<file path="src/rtl/inst_enc_if.sv">
// Instruction-encoder handshake bundle: decoded fields in, encoded word out.
// master drives the request side and out_ready; slave is the encoder.
interface inst_enc_if;
  logic        in_valid;
  logic        in_ready;
  logic [4:0]  in_op;
  logic [4:0]  in_rs;
  logic [4:0]  in_rt;
  logic [4:0]  in_rd;
  logic [4:0]  in_shamt;
  logic [15:0] in_imm;
  logic [31:0] in_target;
  logic        out_valid;
  logic        out_ready;
  logic [31:0] out_word;
  logic [31:0] out_pc;
  logic        out_err;

  modport master (
    output in_valid, in_op, in_rs, in_rt, in_rd, in_shamt, in_imm, in_target, out_ready,
    input  in_ready, out_valid, out_word, out_pc, out_err
  );

  modport slave (
    input  in_valid, in_op, in_rs, in_rt, in_rd, in_shamt, in_imm, in_target, out_ready,
    output in_ready, out_valid, out_word, out_pc, out_err
  );
endinterface

</file>
<file path="src/rtl/inst_enc.sv">
// MIPS-style instruction encoder with one output register and a running pc.
// Define INST_ENC_RANGE_CHECK_EN to flag out-of-range branch/jump targets in out_err.
module inst_enc (
  input  logic        clock,
  input  logic        reset_n,
  input  logic        pc_load,
  input  logic [31:0] pc_load_val,
  inst_enc_if.slave   bus,
  output logic [15:0] count
);

  localparam logic [4:0] OP_NOP   = 5'd0;
  localparam logic [4:0] OP_SLL   = 5'd1;
  localparam logic [4:0] OP_SRL   = 5'd2;
  localparam logic [4:0] OP_SRA   = 5'd3;
  localparam logic [4:0] OP_JR    = 5'd4;
  localparam logic [4:0] OP_ADDU  = 5'd5;
  localparam logic [4:0] OP_SUBU  = 5'd6;
  localparam logic [4:0] OP_AND   = 5'd7;
  localparam logic [4:0] OP_OR    = 5'd8;
  localparam logic [4:0] OP_SLT   = 5'd9;
  localparam logic [4:0] OP_BEQ   = 5'd10;
  localparam logic [4:0] OP_BNE   = 5'd11;
  localparam logic [4:0] OP_J     = 5'd12;
  localparam logic [4:0] OP_JAL   = 5'd13;
  localparam logic [4:0] OP_ADDIU = 5'd14;
  localparam logic [4:0] OP_ORI   = 5'd15;
  localparam logic [4:0] OP_LUI   = 5'd16;
  localparam logic [4:0] OP_LW    = 5'd17;
  localparam logic [4:0] OP_SW    = 5'd18;
  localparam logic [4:0] OP_MUL   = 5'd19;

  logic        out_valid_reg;
  logic [31:0] out_word_reg;
  logic [31:0] out_pc_reg;
  logic        out_err_reg;
  logic [15:0] count_reg;
  logic [31:0] pc_reg;

  logic        accept;
  logic        deliver;
  logic [31:0] pc_plus4;
  logic [31:0] diff;
  logic [15:0] branch_imm;
  logic [20:0] r_base;
  logic [25:0] i_base;
  logic        branch_bad;
  logic        jump_bad;
  logic        range_unused;
  logic [31:0] word_next;
  logic        err_next;

  assign bus.in_ready = !pc_load && (!out_valid_reg || bus.out_ready);
  assign accept       = bus.in_valid && bus.in_ready;
  assign deliver      = out_valid_reg && bus.out_ready;

  // Low 16 bits of (diff >>> 2) are simply diff[17:2]; no shifter needed.
  assign pc_plus4   = pc_reg + 32'd4;
  assign diff       = bus.in_target - pc_plus4;
  assign branch_imm = diff[17:2];
  assign r_base     = {6'h00, bus.in_rs, bus.in_rt, bus.in_rd};
  assign i_base     = {bus.in_rs, bus.in_rt, bus.in_imm};

`ifdef INST_ENC_RANGE_CHECK_EN
  // Offset fits in 16 signed bits only if diff[31:17] is a pure sign extension.
  assign branch_bad   = (diff[31:17] != {15{diff[31]}}) || (bus.in_target[1:0] != 2'b00);
  assign jump_bad     = (bus.in_target[1:0] != 2'b00) ||
                        (bus.in_target[31:28] != pc_plus4[31:28]);
  assign range_unused = ^diff[1:0];
`else
  assign branch_bad   = 1'b0;
  assign jump_bad     = 1'b0;
  assign range_unused = ^{diff[31:18], diff[1:0]};
`endif

  always_comb begin
    word_next = 32'h0;
    err_next  = 1'b0;
    case (bus.in_op)
      OP_NOP:   word_next = 32'h0;
      OP_SLL:   word_next = {r_base, bus.in_shamt, 6'h00};
      OP_SRL:   word_next = {r_base, bus.in_shamt, 6'h02};
      OP_SRA:   word_next = {r_base, bus.in_shamt, 6'h03};
      OP_JR:    word_next = {6'h00, bus.in_rs, 15'h0, 6'h08};
      OP_ADDU:  word_next = {r_base, 5'h0, 6'h21};
      OP_SUBU:  word_next = {r_base, 5'h0, 6'h23};
      OP_AND:   word_next = {r_base, 5'h0, 6'h24};
      OP_OR:    word_next = {r_base, 5'h0, 6'h25};
      OP_SLT:   word_next = {r_base, 5'h0, 6'h2a};
      OP_BEQ: begin
        word_next = {6'h04, bus.in_rs, bus.in_rt, branch_imm};
        err_next  = branch_bad;
      end
      OP_BNE: begin
        word_next = {6'h05, bus.in_rs, bus.in_rt, branch_imm};
        err_next  = branch_bad;
      end
      OP_J: begin
        word_next = {6'h02, bus.in_target[27:2]};
        err_next  = jump_bad;
      end
      OP_JAL: begin
        word_next = {6'h03, bus.in_target[27:2]};
        err_next  = jump_bad;
      end
      OP_ADDIU: word_next = {6'h09, i_base};
      OP_ORI:   word_next = {6'h0d, i_base};
      OP_LUI:   word_next = {6'h0f, 5'h0, bus.in_rt, bus.in_imm};
      OP_LW:    word_next = {6'h23, i_base};
      OP_SW:    word_next = {6'h2b, i_base};
      OP_MUL:   word_next = {6'h1c, bus.in_rs, bus.in_rt, bus.in_rd, 5'h0, 6'h02};
      default: begin
        word_next = 32'h0;
        err_next  = 1'b1;
      end
    endcase
  end

  always_ff @(posedge clock or negedge reset_n) begin
    if (!reset_n) begin
      out_valid_reg <= 1'b0;
      out_word_reg  <= 32'h0;
      out_pc_reg    <= 32'h0;
      out_err_reg   <= 1'b0;
      count_reg     <= 16'h0;
      pc_reg        <= 32'h0;
    end else begin
      if (pc_load) begin
        pc_reg <= pc_load_val;
      end else if (accept) begin
        pc_reg <= pc_plus4;
      end
      // Accept wins over deliver so a simultaneous hand-off reloads with no bubble.
      if (accept) begin
        out_valid_reg <= 1'b1;
        out_word_reg  <= word_next;
        out_pc_reg    <= pc_reg;
        out_err_reg   <= err_next;
      end else if (deliver) begin
        out_valid_reg <= 1'b0;
      end
      if (deliver) begin
        count_reg <= count_reg + 16'd1;
      end
    end
  end

  assign bus.out_valid = out_valid_reg;
  assign bus.out_word  = out_word_reg;
  assign bus.out_pc    = out_pc_reg;
  assign bus.out_err   = out_err_reg;
  assign count         = count_reg;

endmodule

</file>
<file path="src/flat_wrapper.sv">
// flat-port wrapper written by rule: the top's interface ports become plain ports
module inst_enc_flat 
  (clock, reset_n, pc_load, pc_load_val, count, bus_in_valid, bus_in_op, bus_in_rs, bus_in_rt, bus_in_rd, bus_in_shamt, bus_in_imm, bus_in_target, bus_out_ready, bus_in_ready, bus_out_valid, bus_out_word, bus_out_pc, bus_out_err);
  inst_enc_if bus_i ();
  input  logic clock;
  input  logic reset_n;
  input  logic pc_load;
  input  logic [31:0] pc_load_val;
  output logic [15:0] count;
  input wire logic [$bits(bus_i.in_valid)-1:0] bus_in_valid;
  input wire logic [$bits(bus_i.in_op)-1:0] bus_in_op;
  input wire logic [$bits(bus_i.in_rs)-1:0] bus_in_rs;
  input wire logic [$bits(bus_i.in_rt)-1:0] bus_in_rt;
  input wire logic [$bits(bus_i.in_rd)-1:0] bus_in_rd;
  input wire logic [$bits(bus_i.in_shamt)-1:0] bus_in_shamt;
  input wire logic [$bits(bus_i.in_imm)-1:0] bus_in_imm;
  input wire logic [$bits(bus_i.in_target)-1:0] bus_in_target;
  input wire logic [$bits(bus_i.out_ready)-1:0] bus_out_ready;
  output wire logic [$bits(bus_i.in_ready)-1:0] bus_in_ready;
  output wire logic [$bits(bus_i.out_valid)-1:0] bus_out_valid;
  output wire logic [$bits(bus_i.out_word)-1:0] bus_out_word;
  output wire logic [$bits(bus_i.out_pc)-1:0] bus_out_pc;
  output wire logic [$bits(bus_i.out_err)-1:0] bus_out_err;
  assign bus_i.in_valid = bus_in_valid;
  assign bus_i.in_op = bus_in_op;
  assign bus_i.in_rs = bus_in_rs;
  assign bus_i.in_rt = bus_in_rt;
  assign bus_i.in_rd = bus_in_rd;
  assign bus_i.in_shamt = bus_in_shamt;
  assign bus_i.in_imm = bus_in_imm;
  assign bus_i.in_target = bus_in_target;
  assign bus_i.out_ready = bus_out_ready;
  assign bus_in_ready = bus_i.in_ready;
  assign bus_out_valid = bus_i.out_valid;
  assign bus_out_word = bus_i.out_word;
  assign bus_out_pc = bus_i.out_pc;
  assign bus_out_err = bus_i.out_err;
  inst_enc u_core (.clock(clock), .reset_n(reset_n), .pc_load(pc_load), .pc_load_val(pc_load_val), .bus(bus_i), .count(count));
endmodule
</file>
<file path="config.mk">
export PLATFORM = sky130hd
export DESIGN_NAME = inst_enc_flat
export DESIGN_NICKNAME = d
export VERILOG_FILES = /design/src/rtl/inst_enc_if.sv /design/src/rtl/inst_enc.sv /design/src/flat_wrapper.sv
export SDC_FILE = /design/constraint.sdc
export NUM_CORES = 1
export LEC_CHECK = 0
export BUFFER_PORTS_ARGS = -buffer_cell sky130_fd_sc_hd__buf_2
export CAP_MARGIN = 20
export CELL_PAD_IN_SITES_DETAIL_PLACEMENT = 1
export CELL_PAD_IN_SITES_GLOBAL_PLACEMENT = 1
export CORE_MARGIN = 2
export CORE_UTILIZATION = 35
export CTS_CLUSTER_SIZE = 16
export DETAILED_ROUTE_END_ITERATION = 10
export MAX_ROUTING_LAYER = met4
export PLACE_DENSITY_LB_ADDON = 0.15
export SKIP_LAST_GASP = 1
export SLEW_MARGIN = 5
export SYNTH_ARGS = -nofsm -noshare
export SYNTH_HDL_FRONTEND = slang
export SYNTH_SLANG_ARGS = --single-unit
</file>
<file path="constraint.sdc">
create_clock -name clock -period 3.7 [get_ports clock]
set_input_delay 0.37 -clock clock [delete_from_list [all_inputs] [get_ports clock]]
set_output_delay 0.37 -clock clock [all_outputs]
set_load 0.01 [all_outputs]
</file>
==> flow_metrics.py <==
metrics = {
    "outcome": {
        "status": "completed",
    },
    "yosys": {
        "synth_edf_count": 0,
        "synthSimpleGateAreaFrac_pct": 21.1,
        "seq_area_frac_synth_pct": 43.8,
        "synth_top_area_cell": "dfrtp_1",
        "yosysTopAreaCellShare_pct": 43.8,
        "ys_warn_count": 0,
        "yosys-top-cells-count": "nand2_1 (185), dfrtp_1 (114), o21ai_0 (66), xnor2_1 (38), nor2_1 (34)",
        "yosysMostFrequentCell": "nand2_1",
        "synth_fp_nets": 871,
        "synth_xor_area_share_pct": 7.89,
        "synth_top_family_by_area": "simple AND/OR/NAND/NOR gates",
        "synthCells": 750,
        "post_synth_instance_area_sq_um": 6520,
        "avgSynthCellArea_sq_um": 8.69,
        "synth_mux_area_share_pct": 0.672,
        "synth_fa_ha_area_share_pct": 2.44,
        "synth_flop_cell": "dfrtp_1",
        "synth_cell_types": 67,
        "synth_compound_area_share_pct": 20.3,
        "ys_async_sr_fraction_pct": 100,
        "synthTopCellsByArea": "dfrtp_1 (44%), nand2_1 (11%), xnor2_1 (5.1%)",
        "ys_ff_latch": 114,
    },
    "setup_path": {
        "crit_fanout": 4,
        "critPathCapture": "u_core.bus.out_word[14]",
        "crit_start": "u_core.pc_reg[2]",
        "critPathRequiredTime_ps": 4010,
        "r2r_slack_ps": 250,
        "reg2reg_to": "u_core.bus.out_word[14]",
        "worst_ep_arrival_time_ps": 3760,
        "ff2ff_path_depth": 14,
        "critPathLaunchType": "flop",
        "r2r-start": "u_core.pc_reg[2]",
        "crit_path_end_kind": "flop",
        "critPathKind": "reg2reg",
    },
    "route": {
        "drt_iter0_markers": 406,
        "routed_wl_microns": 22500,
        "via_per_inst": 5.45,
        "detail_route.wl_per_cell_microns": 19.2,
        "drt_pass1_iterations": 5,
        "postRouteAntennaNets": 0,
        "vias": 6379,
        "drc": 0,
    },
    "layout": {
        "diodes": 0,
        "area_delta_synth_final_pct": 28.9,
        "nFillCells": 2181,
        "stdcell_count": 1171,
        "nNetsFinal": 1050,
        "post-route-cell-area_sq_um": 8400,
        "fin_util_pct": 46.4,
        "drive_gt1_share_pct": 27.8,
    },
    "sta": {
        "min_period_ps": 3450,
        "clock_skew_ps": 6.02,
        "holdWs_ps": 170,
        "final.period_utilization_pct": 93.2,
        "hold_viol_final": 0,
        "tightest_slew_ps": 1140,
        "fmax_ghz": 0.290,
        "setup_violations": 0,
        "slew_headroom_pct": 23.5,
        "slew_violations": 0,
    },
    "pwr": {
        "ir_drop_uv": 331,
        "power_mw": 4.44,
        "p_per_area_nw_per_um2": 528,
        "p_leak_nw": 4.01,
    },
    "floorplanning": {
        "die_area_sq_um": 19700,
        "start_util_pct": 36.0,
        "io_pins": 193,
        "rows": 49,
        "die_w_microns": 140,
        "core-area_sq_um": 18100,
        "die_h_microns": 140,
    },
    "placed_design": {
        "placed_area_sq_um": 7670,
        "dp_hpwl_microns": 16200,
        "gp_congestion": 0.893,
        "io_buffer_count": 188,
        "dp_cells": 1134,
    },
    "global_routing": {
        "overflow": 0,
        "antenna_found_initial": 0,
        "grt_usage_pct": 23.7,
        "grt_pass1_wl_microns": 36000,
        "grt_max_degree": 78,
        "first_global_vias": 6618,
    },
    "worst_hold_path": {
        "hp-class": "in2reg",
    },
    "cts": {
        "clock_sinks": 114,
        "cts_root_buffer": "clkbuf_16",
        "clockBufferDepth": 2,
        "clk_latency_ps": 420,
        "cts_tree": "yes",
        "htree_levels": 4,
        "cts_buffers": 17,
        "clkSlewWorstSetupHoldPaths_ps": 50,
    },
    "run": {
        "max_cap_violations": 0,
    },
}
[critical path, stage by stage (launching register included)]
cell and delay [ps]:
dfrtp_1 370, ha_2 220, nand3_1 120, xnor2_1 160
ha_1 360, a2111oi_2 90, o211ai_1 100, o211ai_1 170
maj3_2 400, a221oi_2 310, nor3_2 90, o211ai_2 220
a31oi_2 160, or4_1 510, o311ai_1 80
[power breakdown]
group / switching, mW / internal (mW) / total [mW]
Combinational: 0.585 / 0.430 / 1.01
Sequential: 0.157 / 1.42 / 1.58
Clock: 0.599 / 1.25 / 1.85
[final cells by class]
type	count	area, sq um	area share [%]
Multi-Input combinational cell	577	3460	41.2
Clock inverter	9	176	2.10
Timing Repair Buffer	206	1090	13.0
Clock buffer	23	478	5.69
Sequential cell	114	2850	34.0
Tap cell	229	287	3.41
Inverter	13	48.8	0.581
[cell families (layout without fill, tap and decap cells)]
logic type      Yosys count  count (layout)
simple gates            307             307
compound gates          196             196
flops                   114             114
buf+inv                  59             251
xor+xnor                 57              57
fa+ha+maj                13              13
mux                       4               4
[cell usage in the layout, fill, tap and decap left out, drive strengths merged, types with 5 or more instances in the layout]
cell / n
a21oi: 29
a221o: 9
a221oi: 6
a222oi: 14
a22oi: 16
a31oi: 10
and3: 10
buf: 205
bufinv: 5
clkbuf: 23
dfrtp: 114
ha: 11
inv: 12
nand2: 185
nand3: 21
nand4: 11
nor2: 35
nor2b: 5
nor3: 15
o211ai: 8
o21ai: 66
o221ai: 5
o311ai: 9
xnor2: 40
xor2: 17
[worst min path at each step]
stage / startpoint / to / slack (ps) / cells after the start
after floorplan: reset_n / u_core.bus.out_err / 70 / 0
after global placement: reset_n / u_core.bus.out_word[18] / 440 / 1
after detailed placement: reset_n / u_core.bus.out_word[18] / 440 / 1
after CTS: pc_load_val[1] / u_core.pc_reg[1] / 160 / 3
after global routing: pc_load_val[25] / u_core.pc_reg[25] / 180 / 3
final: pc_load_val[1] / u_core.pc_reg[1] / 170 / 3
[per-layer routing]
| layer | routed length [microns] | vias to the layer above | GRT usage [%] |
|---|---|---|---|
| met2 | 10500 | 189 | 37.3 |
| met5 | 0 | - | - |
| met4 | 396 | 0 | 7.18 |
| met1 | 10500 | 3115 | 31.2 |
| met3 | 1140 | 28 | 4.55 |
| li1 | - | 3047 | - |
[through the flow]
step,worst slack [ps],setup TNS (ps)
5_1_grt,-12.0,-12.0
4_1_cts,47.5,0
6_report,250,0
3_5_place_dp,68.4,0
3_3_place_gp,232,0
2_1_floorplan,227,0
[timing repair]
action | 4_1_cts | 5_1_grt
buffers inserted | 0 | 4
endpoints found under the setup margin | 0 | 7
hold buffers | 1 | 0
resized for setup | 0 | 8
hold endpoints to repair | 1 | 0
No activity file was read; power rests on OpenSTA's default activity.
